**src/rtl/counter_sequencer_pkg.sv**
```systemverilog
// Shared definitions for the counter sequencer: FSM states, direction
// encodings, default debounce length and a counter sizing helper.
package counter_sequencer_pkg;

  typedef enum logic [1:0] {
    ST_IDLE  = 2'b00,
    ST_RUN   = 2'b01,
    ST_PAUSE = 2'b10,
    ST_CLEAR = 2'b11
  } seq_state_t;

  localparam logic DIR_UP   = 1'b1;
  localparam logic DIR_DOWN = 1'b0;

  // 10 ms at 5 MHz
  localparam int unsigned DEFAULT_DEBOUNCE_CYCLES = 50000;

  // Bits needed to hold values 0..n inclusive (at least one bit).
  function automatic int unsigned cnt_bits(input int unsigned n);
    return (n < 2) ? 1 : $clog2(n + 1);
  endfunction

endpackage

```
**src/rtl/counter_sequencer_if.sv**
```systemverilog
// Keys, tick and counter handshake between the sequencer and its neighbours.
interface counter_sequencer_if #(
  parameter int WIDTH = 8
);
  logic             tick;
  logic             key_run;
  logic             key_dir;
  logic [WIDTH-1:0] count_in;
  logic             up_down;
  logic             cnt_enable;
  logic             cnt_clear;
  logic             limit_hit;
  logic [1:0]       state_out;

  modport master (
    output tick, key_run, key_dir, count_in,
    input  up_down, cnt_enable, cnt_clear, limit_hit, state_out
  );

  modport slave (
    input  tick, key_run, key_dir, count_in,
    output up_down, cnt_enable, cnt_clear, limit_hit, state_out
  );
endinterface

```
**src/rtl/counter_sequencer_key_debounce.sv**
```systemverilog
// Pushbutton debouncer: 2-FF synchronizer, stability counter and a
// one-cycle pulse on the released->pressed transition (key is active-low).
module key_debounce
  import counter_sequencer_pkg::*;
#(
  parameter int unsigned DEBOUNCE_CYCLES = DEFAULT_DEBOUNCE_CYCLES
) (
  input  logic clock_5,
  input  logic reset,
  input  logic key,
  output logic press
);

  localparam int unsigned     CW      = cnt_bits(DEBOUNCE_CYCLES);
  localparam logic [CW-1:0]   CNT_MAX = CW'(DEBOUNCE_CYCLES);

  logic          sync_1;
  logic          sync_2;
  logic          level;
  logic [CW-1:0] stable_cnt;

  // Bring the asynchronous key into the clock domain; released level is 1.
  always_ff @(posedge clock_5) begin
    if (!reset) begin
      sync_1 <= 1'b1;
      sync_2 <= 1'b1;
    end else begin
      sync_1 <= key;
      sync_2 <= sync_1;
    end
  end

  // Count cycles the synced level disagrees with the debounced level; adopt it once long enough.
  always_ff @(posedge clock_5) begin
    if (!reset) begin
      level      <= 1'b1;
      stable_cnt <= '0;
      press      <= 1'b0;
    end else begin
      press <= 1'b0;
      if (sync_2 == level) begin
        stable_cnt <= '0;
      end else if (stable_cnt == CNT_MAX) begin
        level      <= sync_2;
        stable_cnt <= '0;
        press      <= ~sync_2;
      end else begin
        stable_cnt <= stable_cnt + CW'(1);
      end
    end
  end

endmodule

```
**src/rtl/counter_sequencer.sv**
```systemverilog
// Control FSM for the up/down counter: debounced run/pause and direction
// keys, tick gating into the counter enable, and limit auto-reversal.
module counter_sequencer
  import counter_sequencer_pkg::*;
#(
  parameter int               WIDTH           = 8,
  parameter int unsigned      DEBOUNCE_CYCLES = DEFAULT_DEBOUNCE_CYCLES,
  parameter logic [WIDTH-1:0] UPPER_LIMIT     = '1,
  parameter logic [WIDTH-1:0] LOWER_LIMIT     = '0,
  parameter bit               AUTO_REVERSE    = 1'b1
) (
  input logic                clock_5,
  input logic                reset,
  counter_sequencer_if.slave bus
);

  seq_state_t state;
  logic       dir;
  logic       clear_q;
  logic       limit_q;
  logic       run_press;
  logic       dir_press;
  logic       run_tick;
  logic       at_limit;
  logic       suppress;

  key_debounce #(.DEBOUNCE_CYCLES(DEBOUNCE_CYCLES)) u_run_key (
    .clock_5 (clock_5),
    .reset   (reset),
    .key     (bus.key_run),
    .press   (run_press)
  );

  key_debounce #(.DEBOUNCE_CYCLES(DEBOUNCE_CYCLES)) u_dir_key (
    .clock_5 (clock_5),
    .reset   (reset),
    .key     (bus.key_dir),
    .press   (dir_press)
  );

  // Limit detection and step enable, all from the pre-edge state.
  always_comb begin
    run_tick = bus.tick & (state == ST_RUN);
    at_limit = 1'b0;
    if (run_tick) begin
      at_limit = ((dir == DIR_UP)   && (bus.count_in == UPPER_LIMIT)) ||
                 ((dir == DIR_DOWN) && (bus.count_in == LOWER_LIMIT));
    end
    suppress       = AUTO_REVERSE & at_limit;
    bus.cnt_enable = run_tick & ~suppress;
  end

  // Sequencer state, direction and the registered clear/limit pulses.
  always_ff @(posedge clock_5) begin
    if (!reset) begin
      state   <= ST_IDLE;
      dir     <= DIR_UP;
      clear_q <= 1'b0;
      limit_q <= 1'b0;
    end else begin
      clear_q <= 1'b0;
      limit_q <= at_limit;
      if (state == ST_CLEAR) begin
        state <= ST_IDLE;
        dir   <= DIR_UP;
      end else if (run_press && dir_press) begin
        state   <= ST_CLEAR;
        clear_q <= 1'b1;
      end else begin
        if (run_press) begin
          case (state)
            ST_IDLE:  state <= ST_RUN;
            ST_RUN:   state <= ST_PAUSE;
            ST_PAUSE: state <= ST_RUN;
            default:  state <= ST_IDLE;
          endcase
        end
        // A dir press coinciding with an auto-reversal still inverts only once.
        if (dir_press || suppress) begin
          dir <= ~dir;
        end
      end
    end
  end

  assign bus.up_down   = dir;
  assign bus.cnt_clear = clear_q;
  assign bus.limit_hit = limit_q;
  assign bus.state_out = state;

endmodule

```
**src/flat_wrapper.sv**
```systemverilog
// flat-port wrapper written by rule: the top's interface ports become plain ports
module counter_sequencer_flat import counter_sequencer_pkg::*;
#(
  parameter int               WIDTH           = 8,
  parameter int unsigned      DEBOUNCE_CYCLES = DEFAULT_DEBOUNCE_CYCLES,
  parameter logic [WIDTH-1:0] UPPER_LIMIT     = '1,
  parameter logic [WIDTH-1:0] LOWER_LIMIT     = '0,
  parameter bit               AUTO_REVERSE    = 1'b1
)
  (clock_5, reset, bus_tick, bus_key_run, bus_key_dir, bus_count_in, bus_up_down, bus_cnt_enable, bus_cnt_clear, bus_limit_hit, bus_state_out);
  counter_sequencer_if #(.WIDTH(WIDTH)) bus_i ();
  input logic clock_5;
  input logic reset;
  input wire logic [$bits(bus_i.tick)-1:0] bus_tick;
  input wire logic [$bits(bus_i.key_run)-1:0] bus_key_run;
  input wire logic [$bits(bus_i.key_dir)-1:0] bus_key_dir;
  input wire logic [$bits(bus_i.count_in)-1:0] bus_count_in;
  output wire logic [$bits(bus_i.up_down)-1:0] bus_up_down;
  output wire logic [$bits(bus_i.cnt_enable)-1:0] bus_cnt_enable;
  output wire logic [$bits(bus_i.cnt_clear)-1:0] bus_cnt_clear;
  output wire logic [$bits(bus_i.limit_hit)-1:0] bus_limit_hit;
  output wire logic [$bits(bus_i.state_out)-1:0] bus_state_out;
  assign bus_i.tick = bus_tick;
  assign bus_i.key_run = bus_key_run;
  assign bus_i.key_dir = bus_key_dir;
  assign bus_i.count_in = bus_count_in;
  assign bus_up_down = bus_i.up_down;
  assign bus_cnt_enable = bus_i.cnt_enable;
  assign bus_cnt_clear = bus_i.cnt_clear;
  assign bus_limit_hit = bus_i.limit_hit;
  assign bus_state_out = bus_i.state_out;
  counter_sequencer #(.WIDTH(WIDTH), .DEBOUNCE_CYCLES(DEBOUNCE_CYCLES), .UPPER_LIMIT(UPPER_LIMIT), .LOWER_LIMIT(LOWER_LIMIT), .AUTO_REVERSE(AUTO_REVERSE)) u_core (.clock_5(clock_5), .reset(reset), .bus(bus_i));
endmodule
```
**config.mk**
```make
export PLATFORM = sky130hd
export DESIGN_NAME = counter_sequencer_flat
export DESIGN_NICKNAME = d
export VERILOG_FILES = /design/src/rtl/counter_sequencer_pkg.sv /design/src/rtl/counter_sequencer_if.sv /design/src/rtl/counter_sequencer_key_debounce.sv /design/src/rtl/counter_sequencer.sv /design/src/flat_wrapper.sv
export SDC_FILE = /design/constraint.sdc
export NUM_CORES = 1
export LEC_CHECK = 0
export CORE_UTILIZATION = 50
export DETAILED_ROUTE_END_ITERATION = 8
export HOLD_SLACK_MARGIN = 0.12
export PLACE_DENSITY = 0.82
export SLEW_MARGIN = 25
export SYNTH_ARGS = -nofsm -noshare
export SYNTH_HDL_FRONTEND = slang
export SYNTH_SLANG_ARGS = --single-unit
```
**constraint.sdc**
```tcl
create_clock -name clock_5 -period 4.4 [get_ports clock_5]
set_input_delay 0.44 -clock clock_5 [delete_from_list [all_inputs] [get_ports clock_5]]
set_output_delay 0.44 -clock clock_5 [all_outputs]
set_load 0.01 [all_outputs]
```
==> impl_metrics.toml <==
[drt]
drt-total-wl_um = 3480
first_pass_iters = 4
vias_per_cell = 5.43
drc = 0
antenna_left = 0
vias = 1601
routedWlPerCell_um = 11.8
drtIter0Drc = 88

[synthesis]
syn-cell-area_um2 = 2010
synth_cell_types = 32
synth_area_leader_cell = "dfxtp_1"
synth_nets = 245
synth_area_leaders = "dfxtp_1 45%, xor2_1 8.3%, nor2_1 6.3%, nand3_1 4.0%, nand4_1 3.7%"
ys_ff_latch = 45
syn_area_per_cell_um2 = 8.82
yosysWarnings = 0
synth_top_area_share_pct = 44.8
synthCells = 228
synth_flop_cell = "dfxtp_1"
synth_edf_count = 0
ys_seq_area_share_pct = 44.8
yosysMostFrequentCell = "dfxtp_1"
ys_top_cells_by_count = "45 x dfxtp_1, 34 x nor2_1, 19 x xor2_1"
ys_async_sr_fraction_pct = 0

[die]
die_w_um = 65.4
placementRows = 22
start_util_pct = 53.4
boundaryPins = 19
die_y_um = 65.4
core-area_um2 = 3770
dieArea_um2 = 4280

[sta]
tns_ns = 0
worst_pin_slew_ns = 0.610
fin_skew_ns = 0.0126
finalMaxSlewViolations = 0
rsz0062_at_grt = "false"
min_period_ns = 2.43
setup_ws_ns = 1.97
max_freq_mhz = 412
period_share_pct = 55.2
setup_viol = 0
finalHoldViolCount = 0
relSlewSlack_pct = 59.2

[worst_setup_path]
cp_slowest_cell = "clkdlybuf4s50_1"
worstPathArrival_ns = 1.99
timing.rr.start = "u_core.u_dir_key.stable_cnt[0]$_SDFF_PP0_"
criticalPathCategory = "in2out"
cp-end-kind = "output pin"
required_ns = 3.96
crit_chain = "clkdlybuf4s50_1 > nor4_1 > nand3_1 > o31ai_1 > nor2_1 > clkdlybuf4s50_1"
path_common_cell = "clkdlybuf4s50_1"
reg2regPathDepth = 6
start_kind = "primary input"
r2r-end = "u_core.u_dir_key.stable_cnt[14]$_SDFF_PP0_"
worst-path-max-fanout = 2
cp_top_family = "buffers and inverters"
slowest_delay_ns = 0.47
critPathBufInv = 2
regToRegSetupSlack_ns = 2.60

[clocking]
cts_tree = "built"
cts_hold_buf = 0
cts_buffers = 5
clock-sinks = 45
clkLatencyLatePin_ns = 0.30
cts_htree_levels = 2
post_cts_buffers = 0
cts_resized = 0
cts.clk_slew.worst_paths_ns = 0.08
cts_root_buffer = "clkbuf_8"
clk_path_buf_depth = 2

[finish]
multiInputGateArea_um2 = 1050
register_area_um2 = 901
n_antenna_cell = 0
drive_gt1_share_pct = 3.64
syn2layout_area_growth_pct = 15.7
fin_nets = 263
post-route-util_pct = 61.7
fillCellCount = 323

[grt]
met3_usage_pct = 4.51
antenna_found_initial = 0
grt_pass1_vias = 1493
top_usage_layer = "met2"
met1_usage_pct = 23.0
grt_first_pass_wirelength_um = 6180
grt_max_degree = 17
grt_overflow_total = 0
use_met2_pct = 30.7
track_usage_pct = 18.8

[pwr]
vdd_ir_drop_max_mv = 0.245
pwr_density_cell_nw_per_um2 = 317
leakage_uw = 0.000787
power_uw = 739

[min_path]
min_to = "u_core.u_dir_key.sync_2$_SDFF_PN1_"
worstHoldStart = "u_core.u_dir_key.sync_1$_SDFF_PN1_"
hold_class = "reg2reg"
hold-path-cell-count = 1

[placement]
gp_congestion = 0.802
dp_hpwl_um = 2470
port_buffers = 18
pre_cts_ws_ns = 1.97

[run_status]
status = "finished clean"

[flow_run]
cap_violations = 0
## layout make-up
| cell class | count | share of cell area, % |
|---|---|---|
| timing repair buffer | 18 | 7.74 |
| sequential | 45 | 38.7 |
| clock inverter | 2 | 1.67 |
| multi-input combinational | 169 | 45.1 |
| inverter | 7 | 1.13 |
| clock buffer | 6 | 3.12 |
| tap | 48 | 2.58 |
## per-layer routing
metal	vias up	part of all wire (%)	routed length [µm]
li1	833	-	-
met1	733	48	1680
met2	27	46	1590
met3	8	4.0	138
met4	0	2.0	68
met5	-	0	0
## flip-flops by register name, indices dropped and copies added (netlist names)
name / flops
u_core.u_dir_key.stable_cnt: 16
u_core.u_run_key.stable_cnt: 16
u_core.bus.state_out: 2
u_core.bus.cnt_clear: 1
u_core.bus.limit_hit: 1
u_core.bus.up_down: 1
u_core.u_dir_key.level: 1
u_core.u_dir_key.press: 1
u_core.u_dir_key.sync_1: 1
u_core.u_dir_key.sync_2: 1
u_core.u_run_key.level: 1
u_core.u_run_key.press: 1
u_core.u_run_key.sync_1: 1
u_core.u_run_key.sync_2: 1
## where the power goes
group / switching [µW] / internal, µW
combinational: 9.47 / 12.3
sequential: 1.35 / 409
clock: 136 / 170
total: 147 / 592
## worst max path at each step
stage	start	cells after the start	to	slack, ns
6_report	bus_count_in[2]	6	bus_cnt_enable	1.97
3_5_place_dp	bus_count_in[2]	6	bus_cnt_enable	1.97
2_1_floorplan	u_core.bus.state_out[0]$_SDFFE_PP0P_	4	u_core.bus.up_down$_SDFFE_PP1P_	2.77
5_1_grt	bus_count_in[2]	6	bus_cnt_enable	1.87
3_3_place_gp	bus_count_in[2]	6	bus_cnt_enable	1.99
4_1_cts	bus_count_in[2]	6	bus_cnt_enable	1.97
## per-stage QoR
stage,hold slack (ns),cells,cell area [µm²]
2_1_floorplan,0.386,228,2010
3_3_place_gp,0.395,287,2220
3_5_place_dp,0.401,287,2220
4_1_cts,0.417,295,2330
5_1_grt,0.448,295,2330
6_report,0.407,295,2330
## placed cells by master, fill, tap and decap left out, types with 3 or more instances in the layout
cell type,count
xnor2_1,6
ha_1,4
nor4_1,3
clkbuf_8,5
inv_1,7
and4_1,4
nand4_1,12
nand3_1,16
nor2_1,34
a21oi_1,6
clkdlybuf4s50_1,18
nor3b_1,3
o21ai_0,4
nand2b_1,5
nand2_1,18
nand3b_1,4
dfxtp_1,45
and3_1,6
or3_1,3
xor2_1,19
nor3_1,6
o31ai_1,3
## logic make-up after synthesis
| family | after synthesis | synth area share [%] |
|---|---|---|
| flip-flops | 45 | 44.8 |
| buffers and inverters | 14 | 3.05 |
| XOR/XNOR | 25 | 10.9 |
| multiplexers | 2 | 0.995 |
| AND/OR/NAND/NOR | 124 | 32.8 |
| adder cells (fa/ha/maj) | 4 | 2.49 |
| AO/OA/AOI/OAI | 14 | 4.98 |
Note: power is estimated with default switching activity, not from simulation.
